**src/rtl/viterbi_pkg.sv**
```systemverilog
// rtl/viterbi_pkg.sv - trellis constants and code definition for the K=3, rate-1/2 (7,5) code
package viterbi_pkg;

  localparam int         K          = 3;
  localparam int         NUM_STATES = 4;
  localparam logic [2:0] G0         = 3'b111;
  localparam logic [2:0] G1         = 3'b101;

  typedef logic [1:0] state_t;

  // Shift register is {b, s[1], s[0]}; result is {g0 bit, g1 bit}.
  function automatic logic [1:0] code_bits(input state_t s, input logic b);
    logic [K-1:0] sr;
    sr = {b, s};
    return {^(sr & G0), ^(sr & G1)};
  endfunction

endpackage

```
**src/rtl/viterbi_acs.sv**
```systemverilog
// rtl/viterbi_acs.sv - one add-compare-select butterfly: preds {X,0},{X,1} -> next states {0,X},{1,X}
module viterbi_acs
  import viterbi_pkg::*;
#(
  parameter int PM_W   = 8,
  parameter int TB_LEN = 16,
  parameter bit X      = 1'b0
) (
  input  logic [1:0]        d_in,
  input  logic [PM_W-1:0]   pm_a,
  input  logic [PM_W-1:0]   pm_b,
  input  logic [TB_LEN-1:0] surv_a,
  input  logic [TB_LEN-1:0] surv_b,
  output logic [PM_W-1:0]   pm_new [2],
  output logic [TB_LEN-1:0] surv_new [2]
);

  function automatic logic [1:0] hamming(input logic [1:0] a, input logic [1:0] b);
    logic [1:0] diff;
    diff = a ^ b;
    return {1'b0, diff[1]} + {1'b0, diff[0]};
  endfunction

  function automatic logic [PM_W-1:0] sat_add(input logic [PM_W-1:0] pm, input logic [1:0] bm);
    logic [PM_W:0] sum;
    sum = {1'b0, pm} + {{(PM_W-1){1'b0}}, bm};
    return sum[PM_W] ? {PM_W{1'b1}} : sum[PM_W-1:0];
  endfunction

  for (genvar g = 0; g < 2; g++) begin : g_branch
    localparam logic B = 1'(g);
    logic [PM_W-1:0]   cand_a;
    logic [PM_W-1:0]   cand_b;
    logic [TB_LEN-1:0] sel_surv;
    logic              take_b;

    assign cand_a = sat_add(pm_a, hamming(d_in, code_bits({X, 1'b0}, B)));
    assign cand_b = sat_add(pm_b, hamming(d_in, code_bits({X, 1'b1}, B)));
    // Strict compare: ties resolve to the predecessor whose s[0] is 0.
    assign take_b       = cand_b < cand_a;
    assign pm_new[g]    = take_b ? cand_b : cand_a;
    assign sel_surv     = take_b ? surv_b : surv_a;
    assign surv_new[g]  = (sel_surv << 1) | TB_LEN'(B);
  end

endmodule

```
**src/rtl/viterbi_decoder_k3.sv**
```systemverilog
// rtl/viterbi_decoder_k3.sv - hard-decision register-exchange Viterbi decoder for the K=3 (7,5) code
module viterbi_decoder_k3
  import viterbi_pkg::*;
#(
  parameter int TB_LEN = 16,
  parameter int PM_W   = 8
) (
  input  logic       clk,
  input  logic       rst,
  input  logic       enable,
  input  logic [1:0] d_in,
  output logic       d_out
);

  localparam int              CNT_W   = $clog2(TB_LEN);
  localparam logic [PM_W-1:0] PM_INIT = {1'b1, {(PM_W-1){1'b0}}};

  logic [PM_W-1:0]   metric_q [NUM_STATES];
  logic [TB_LEN-1:0] surv_q   [NUM_STATES];
  logic [CNT_W-1:0]  sym_cnt_q;

  logic [PM_W-1:0]   bf0_pm   [2];
  logic [PM_W-1:0]   bf1_pm   [2];
  logic [TB_LEN-1:0] bf0_surv [2];
  logic [TB_LEN-1:0] bf1_surv [2];
  logic [PM_W-1:0]   acs_pm   [NUM_STATES];
  logic [TB_LEN-1:0] acs_surv [NUM_STATES];
  logic [PM_W-1:0]   min_pm;
  state_t            best;
  logic              filled;

  viterbi_acs #(.PM_W(PM_W), .TB_LEN(TB_LEN), .X(1'b0)) u_acs_x0 (
    .d_in     (d_in),
    .pm_a     (metric_q[0]),
    .pm_b     (metric_q[1]),
    .surv_a   (surv_q[0]),
    .surv_b   (surv_q[1]),
    .pm_new   (bf0_pm),
    .surv_new (bf0_surv)
  );

  viterbi_acs #(.PM_W(PM_W), .TB_LEN(TB_LEN), .X(1'b1)) u_acs_x1 (
    .d_in     (d_in),
    .pm_a     (metric_q[2]),
    .pm_b     (metric_q[3]),
    .surv_a   (surv_q[2]),
    .surv_b   (surv_q[3]),
    .pm_new   (bf1_pm),
    .surv_new (bf1_surv)
  );

  // Next state {b, x}: butterfly x=0 feeds states 0/2, x=1 feeds states 1/3.
  assign acs_pm[0]   = bf0_pm[0];
  assign acs_pm[2]   = bf0_pm[1];
  assign acs_pm[1]   = bf1_pm[0];
  assign acs_pm[3]   = bf1_pm[1];
  assign acs_surv[0] = bf0_surv[0];
  assign acs_surv[2] = bf0_surv[1];
  assign acs_surv[1] = bf1_surv[0];
  assign acs_surv[3] = bf1_surv[1];

  always_comb begin
    min_pm = acs_pm[0];
    best   = '0;
    for (int s = 1; s < NUM_STATES; s++) begin
      if (acs_pm[s] < min_pm) begin
        min_pm = acs_pm[s];
        best   = state_t'(s);
      end
    end
  end

  assign filled = (sym_cnt_q == CNT_W'(TB_LEN - 1));

  always_ff @(posedge clk or negedge rst) begin
    if (!rst) begin
      for (int s = 0; s < NUM_STATES; s++) begin
        metric_q[s] <= (s == 0) ? '0 : PM_INIT;
        surv_q[s]   <= '0;
      end
      sym_cnt_q <= '0;
      d_out     <= 1'b0;
    end else if (enable) begin
      for (int s = 0; s < NUM_STATES; s++) begin
        metric_q[s] <= acs_pm[s] - min_pm;
        surv_q[s]   <= acs_surv[s];
      end
      if (!filled) begin
        sym_cnt_q <= sym_cnt_q + 1'b1;
      end
      d_out <= filled & acs_surv[best][TB_LEN-1];
    end
  end

endmodule

```
**config.mk**
```make
export PLATFORM = sky130hd
export DESIGN_NAME = viterbi_decoder_k3
export DESIGN_NICKNAME = d
export VERILOG_FILES = /design/src/rtl/viterbi_pkg.sv /design/src/rtl/viterbi_acs.sv /design/src/rtl/viterbi_decoder_k3.sv
export SDC_FILE = /design/constraint.sdc
export NUM_CORES = 1
export LEC_CHECK = 0
export BUFFER_PORTS_ARGS = -buffer_cell sky130_fd_sc_hd__buf_2
export CAP_MARGIN = 20
export CORE_UTILIZATION = 65
export DETAILED_ROUTE_END_ITERATION = 10
export PLACE_DENSITY_LB_ADDON = 0.25
export SLEW_MARGIN = 15
export SYNTH_ARGS = -nofsm -noshare
export SYNTH_HDL_FRONTEND = slang
export SYNTH_SLANG_ARGS = --single-unit
export TNS_END_PERCENT = 5
```
**constraint.sdc**
```tcl
create_clock -name clk -period 12.1 [get_ports clk]
set_input_delay 1.815 -clock clk [delete_from_list [all_inputs] [get_ports clk]]
set_output_delay 1.815 -clock clk [all_outputs]
set_load 0.02 [all_outputs]
```
Word level (Yosys, flattened, before mapping) --
Index checks and enable logic that the tools add are counted.
Cells by class: bitwise operators 6, magnitude comparators 8, equal/unequal tests 1, muxes and demuxes 25, reductions and logical operators 1, add/sub/neg operators 17
Operators with widths (count):
- $mux 8 | 15
- $add 8x2->9 | 8
- $mux 15 | 4
- $lt 8x8->1 | 7
- $bmux 16 s2 | 1
- $mux 16 | 2
- $sub 8x8->8 | 4
- $add 1x1->2 | 4
- $add 4x1->4 const B | 1
- $eq 4x4->1 const B | 1
- $mux 2 | 2
- $ge 3x3->1 const B | 1
- $not 1->1 | 3
- $not 2->3 | 1
- $not 2->2 | 1
- $reduce_and 2->1 | 1
- $and 1x1->1 | 1
- $mux 1 | 1
Word-level totals: register bits after elaboration 95, bits of input ports 5, word-level logic and storage cells 68, output and inout bits 1

Logic depth before layout (Yosys ltp) --
depth in word-level cells 17, depth in mapped cells 61, mapped depth without buffers 59

Hierarchy --
Synthesis repeated with hierarchy kept, for this count alone.
Unflattened totals: cells, all modules 1074, area, all modules 9887.0 um^2
Modules (own cells, without submodules):
- viterbi_decoder_k3 | instances 1, area an instance 6307.3 um^2, cells each 619
- viterbi_acs at u_acs_x0 | instances 1, area an instance 1795.5 um^2, cells each 236
- viterbi_acs at u_acs_x1 | instances 1, area an instance 1784.2 um^2, cells each 219

Least setup slack after synthesis --
No wires, ideal clock.
path type input to register, start point input port d_in[0], end point register metric_q[22] (netlist bit), data arrival time 12645 ps, cell stages on the path 57, required time 11996 ps, setup time 104 ps, setup slack -649 ps, cells stage by stage inv_1 -> ha_1 -> inv_1 -> ha_1 -> ha_1 -> a21oi_2 -> or2_2 -> nor2_1 -> mux2_2 -> ha_1 -> nand4_1 -> nor2_1 -> a211oi_1 -> o21ai_1 -> buf_4 -> o21ai_0 -> inv_1 -> ha_1 -> [21 not listed] -> nor2b_1 -> o21ai_0 -> nand2b_1 -> a31oi_2 -> inv_1 -> nor2_1 -> clkbuf_1 -> mux2i_1 -> ha_1 -> inv_1 -> ha_1 -> inv_1 -> o311ai_1 -> maj3_1 -> maj3_2 -> maj3_2 -> a2111o_1 -> o311ai_1
On the way: word-level cells in the longest chain between the ends 13
Ends and longest elaborated chain:
- start, declared | line viterbi_decoder_k3.sv:11 | input logic [1:0] d_in,
- $not 1->1 (no line) / $not 2->2 (equally long branches)
- $add 1x1->2 | line viterbi_acs.sv:21 | return {1'b0, diff[1]} + {1'b0, diff[0]};
- $add 8x2->9 | line viterbi_acs.sv:26 | sum = {1'b0, pm} + {{(PM_W-1){1'b0}}, bm};
- $mux 8 | line viterbi_acs.sv:27 | return sum[PM_W] ? {PM_W{1'b1}} : sum[PM_W-1:0];
- $lt 8x8->1 | line viterbi_acs.sv:40 | assign take_b = cand_b < cand_a;
- $mux 8 | line viterbi_acs.sv:41 | assign pm_new[g] = take_b ? cand_b : cand_a;
- $lt 8x8->1 | line viterbi_decoder_k3.sv:66 | if (acs_pm[s] < min_pm) begin
- $mux 8 | line viterbi_decoder_k3.sv:66
- $lt 8x8->1 | line viterbi_decoder_k3.sv:66
- $mux 8 | line viterbi_decoder_k3.sv:66
- $lt 8x8->1 | line viterbi_decoder_k3.sv:66
- $mux 8 | line viterbi_decoder_k3.sv:66
- $sub 8x8->8 * | line viterbi_decoder_k3.sv:85 | metric_q[s] <= acs_pm[s] - min_pm;
- end signal, assigned by index | line viterbi_decoder_k3.sv:78 | metric_q[s] <= (s == 0) ? '0 : PM_INIT;
- end signal, assigned by index | line viterbi_decoder_k3.sv:85
- end, declared | line viterbi_decoder_k3.sv:18 | logic [PM_W-1:0] metric_q [NUM_STATES];
Every way passes the cells marked *; elsewhere a longest branch is shown, timed or not. A chain may end at the register's enable or synchronous reset.

Worst setup path in the final report --
start point input port d_in[1], end point register metric_q[14] (netlist bit)
Same word-level chain as after synthesis.

==> results_tabular.tex <==
\begin{tabular}{lr}
\hline
Metric & Value \\
\hline
\multicolumn{2}{l}{\textbf{Run status}} \\
Status & finished clean \\
\multicolumn{2}{l}{\textbf{Routing}} \\
WL final & roughly 25,000 µm \\
Metal-1 WL & approximately 11,000 µm \\
Wirelength per Cell & 18.72 µm \\
Total DRC errors in the routed layout & 0 \\
Highest metal layer used by the detailed router & met4 \\
Met2 layer wire length in the routed design & between 10,000 and 15,000 µm \\
Antenna-violating nets left & 0 \\
Met3 wire length & 1586 µm \\
Vias per Instance & 6.382 \\
Drt pass-1 iters & 6 \\
Vias after detailed routing & about 8,500 \\
Violation count after the first detailed-routing iteration & around 800 \\
\multicolumn{2}{l}{\textbf{Clock tree}} \\
Clock slew at the register clock pins of the worst setup and hold paths & around 0.07 ns \\
CTS root buf & clkbuf\_16 \\
CTS sink count & between 90 and 100 \\
Clock Tree Buf Depth & 2 \\
Clock tree from TritonCTS & yes \\
Number of buffers created by CTS & 9 \\
Clock insertion delay at the later pin of the skew report & 0.36 ns \\
Htree depth & 3 \\
\multicolumn{2}{l}{\textbf{Setup path}} \\
WP data arrival & $\sim$12 ns \\
Crit Path Category & in -> reg \\
Req. time, crit path & $\sim$12 ns \\
Startpoint kind of the worst setup timing path & input port \\
Critical Path Max Stage Delay & $\sim$0.42 ns \\
Critical path peak fanout & 8 \\
Crit-path slowest cell & maj3\_1 \\
Element type at the critical path end & flop \\
\multicolumn{2}{l}{\textbf{Placement}} \\
Final weighted congestion in routability-driven placement & around 1.1 \\
DP Wirelength & $\sim$19,000 µm \\
Total of buffers placed on input and output ports & 5 \\
Post-Place Setup Slack & -0.2990 ns \\
\multicolumn{2}{l}{\textbf{Logic synthesis}} \\
Async SR Flop Fraction & 100.0\% \\
Area share of the largest cell type after synthesis & between 20\% and 30\% \\
Synth Register Bits & a little over 90 \\
Average footprint of a synthesized cell & between 8 and 9 µm² \\
Mapped Area & about 9100 µm² \\
Cell count after synthesis & between 1,000 and 1,500 \\
Mux contribution to synthesized area & 12.61\% \\
Cell types occupying the most area after synthesis & dfrtp\_1 (24\%), ha\_1 (11\%), mux2i\_1 (9.3\%) \\
Post-synthesis share of cell area spent on and, or, nand and nor gates & roughly 17\% \\
Cell taking the most area after synthesis & dfrtp\_1 \\
Yosys warns & 0 \\
Area fraction in compound gates after synthesis & 21.65\% \\
Distinct cell type count after synthesis & slightly below 90 \\
Number of enable flip-flop cells after synthesis & 0 \\
Share of synthesized area occupied by flip-flops and latches & 25.30\% \\
Syn nets & 1,197 \\
Post-synthesis share of cell area spent on full adders, half adders and majority gates & 11.70\% \\
Xor and xnor area share after synthesis & under 10\% \\
Largest family of logic cells by synthesized area & compound AO/OA/AOI/OAI gates \\
Dominant register cell in the synthesized netlist & dfrtp\_1 \\
\multicolumn{2}{l}{\textbf{Layout}} \\
Post-Route Utilization & 76.45\% \\
Area added between synthesis and finish & 12.83\% \\
Layout Nets & 1,240 \\
Ratio of cells with drive above 1 in the final layout & 17.45\% \\
Top library cells by usage in the layout, fill and taps aside & nor2\_1 (135), a21oi\_1 (99), dfrtp\_1 (89) \\
Count of antenna diodes in the layout & 0 \\
Most common cell after layout, fill and taps aside & nor2\_1 \\
\multicolumn{2}{l}{\textbf{STA}} \\
Final worst path period share & about 97\% \\
Min Hold Slack & roughly 0.49 ns \\
Timing-limited maximum frequency & $\sim$85 MHz \\
Number of max-slew violations in the final report & 0 \\
Final setup violation count & 0 \\
Worst Tran Pin Value & 0.8928 ns \\
Relative slew margins & between 40\% and 50\% \\
Setup WS post-layout & between 0.4 and 0.5 ns \\
Final Hold Fails & 0 \\
Minimum period implied by the final worst setup slack & between 10 and 15 ns \\
Fin Clk Skew & between 0.015 and 0.02 ns \\
\multicolumn{2}{l}{\textbf{Die}} \\
Count of boundary I/O pins & 6 \\
Horizontal die dimension & between 100 and 150 µm \\
Die Area & approximately 15,000 µm² \\
Die height & $\sim$120 µm \\
Placement row count & 42 \\
Floorplan Core Area & roughly 13,000 µm² \\
Starting density of the core & about 68\% \\
\multicolumn{2}{l}{\textbf{Min path}} \\
Worst min-delay path category & reg -> reg \\
\multicolumn{2}{l}{\textbf{GRT}} \\
Maximum number of pins on one net before global-route repair & 100 \\
Total routing usage reported by global routing & 34.74\% \\
Overflow left after global routing & 0 \\
Number of antenna violations at the first check in global routing & 0 \\
Vias in the first global route & slightly below 8,000 \\
Global-route wire length before repair & between 30,000 and 40,000 µm \\
\multicolumn{2}{l}{\textbf{Flow run}} \\
Maximum Capacitance Violations & 0 \\
\hline
\end{tabular}
## through the flow
stage | instance area (µm²) | std cells | setup TNS, ns
6_report | 10280 | 1339 | 0
3_3_place_gp | 9692 | 1308 | 0
2_1_floorplan | 9189 | 1115 | 0
3_5_place_dp | 9692 | 1308 | -0.6165
5_1_grt | 10280 | 1339 | -0.4229
4_1_cts | 9985 | 1324 | 0
## Yosys cell counts (6+ instances only)
| cell type | n |
|---|---|
| nor2_1 | 137 |
| a21oi_1 | 104 |
| dfrtp_1 | 89 |
| mux2i_1 | 85 |
| nand2_1 | 81 |
| ha_1 | 77 |
| inv_1 | 62 |
| o21ai_0 | 61 |
| xnor2_1 | 43 |
| clkbuf_1 | 30 |
| mux2_2 | 24 |
| nand3_1 | 24 |
| buf_2 | 20 |
| nor3_1 | 20 |
| xor2_1 | 20 |
| a21o_1 | 14 |
| a31oi_1 | 14 |
| o211ai_1 | 13 |
| nand4_1 | 12 |
| nor2b_1 | 12 |
| nand2b_1 | 10 |
| o21a_1 | 10 |
| and3_1 | 9 |
| and2_1 | 8 |
| maj3_1 | 8 |
| o31ai_1 | 8 |
| or3_1 | 8 |
| a21oi_2 | 6 |
## layer usage
metal | track usage, % | vias to the layer above
li1 | - | 4082
met1 | 46.62 | 4065
met2 | 58.73 | 344
met3 | 3.208 | 55
met4 | 11.88 | 0
met5 | 0 | -
## timing repair
| action | in CTS | in global routing |
|---|---|---|
| endpoints found under the hold margin | 0 | 0 |
| resized for setup | 0 | 45 |
| endpoints found under the setup margin | 0 | 17 |
| setup buffers | 0 | 15 |
| hold buffers | 0 | 0 |
## layout make-up
| class | instances | area (µm²) |
|---|---|---|
| Inverter | 64 | 242.7 |
| Clock inverter | 6 | 53.80 |
| Clock buffer | 10 | 239.0 |
| Fill cell | 1031 | 3168 |
| Tap cell | 176 | 220.2 |
| Timing Repair Buffer | 87 | 656.9 |
| Multi-Input combinational cell | 904 | 6566 |
| Sequential cell | 92 | 2306 |
## path summary, 6_finish.rpt
| check | end | slack (ns) | cells after the start | from |
|---|---|---|---|---|
| max in group asynchronous | surv_q[50]$_DFFE_PN0P_ | 9.60 | 2 | rst |
| min in group asynchronous | metric_q[0]$_DFFE_PN0P_ | 1.41 | 1 | rst |
| hold reg to reg | metric_q[16]$_DFFE_PN0P_ | 0.49 | 2 | metric_q[16]$_DFFE_PN0P_ |
| setup / recovery | metric_q[14]$_DFFE_PN0P_ | 0.40 | 60 | d_in[1] |
| hold / removal | metric_q[16]$_DFFE_PN0P_ | 0.49 | 2 | metric_q[16]$_DFFE_PN0P_ |
| setup reg to reg | metric_q[14]$_DFFE_PN0P_ | 1.92 | 56 | metric_q[8]$_DFFE_PN0P_ |
## worst max-delay path, delay by kind of cell
family / cells / cell delay (ns)
AOI/OAI and AO/OA: 22 / 4.17
xor gates and xnor gates: 2 / 0.30
adders and majority gates: 8 / 2.08
buffers and inverters: 13 / 1.43
muxes: 3 / 0.79
and+or+nand+nor: 12 / 1.34
## kinds of logic (layout without fill, tap and decap cells)
group,count (synthesis),in the layout
and+or+nand+nor,343,343
muxes,111,111
buffers and inverters,119,167
AOI/OAI and AO/OA,300,300
xor gates and xnor gates,63,63
DFF,92,92
adders and majority gates,87,87
## registers in the layout, summed over array words and instances, names as in the netlist
register / cells
sym_cnt_q: 4
d_out: 1
metric_q: 32
surv_q: 55
Power is not shown: default switching activity piles up to over one toggle a cycle in this logic, so the estimate is an artifact.
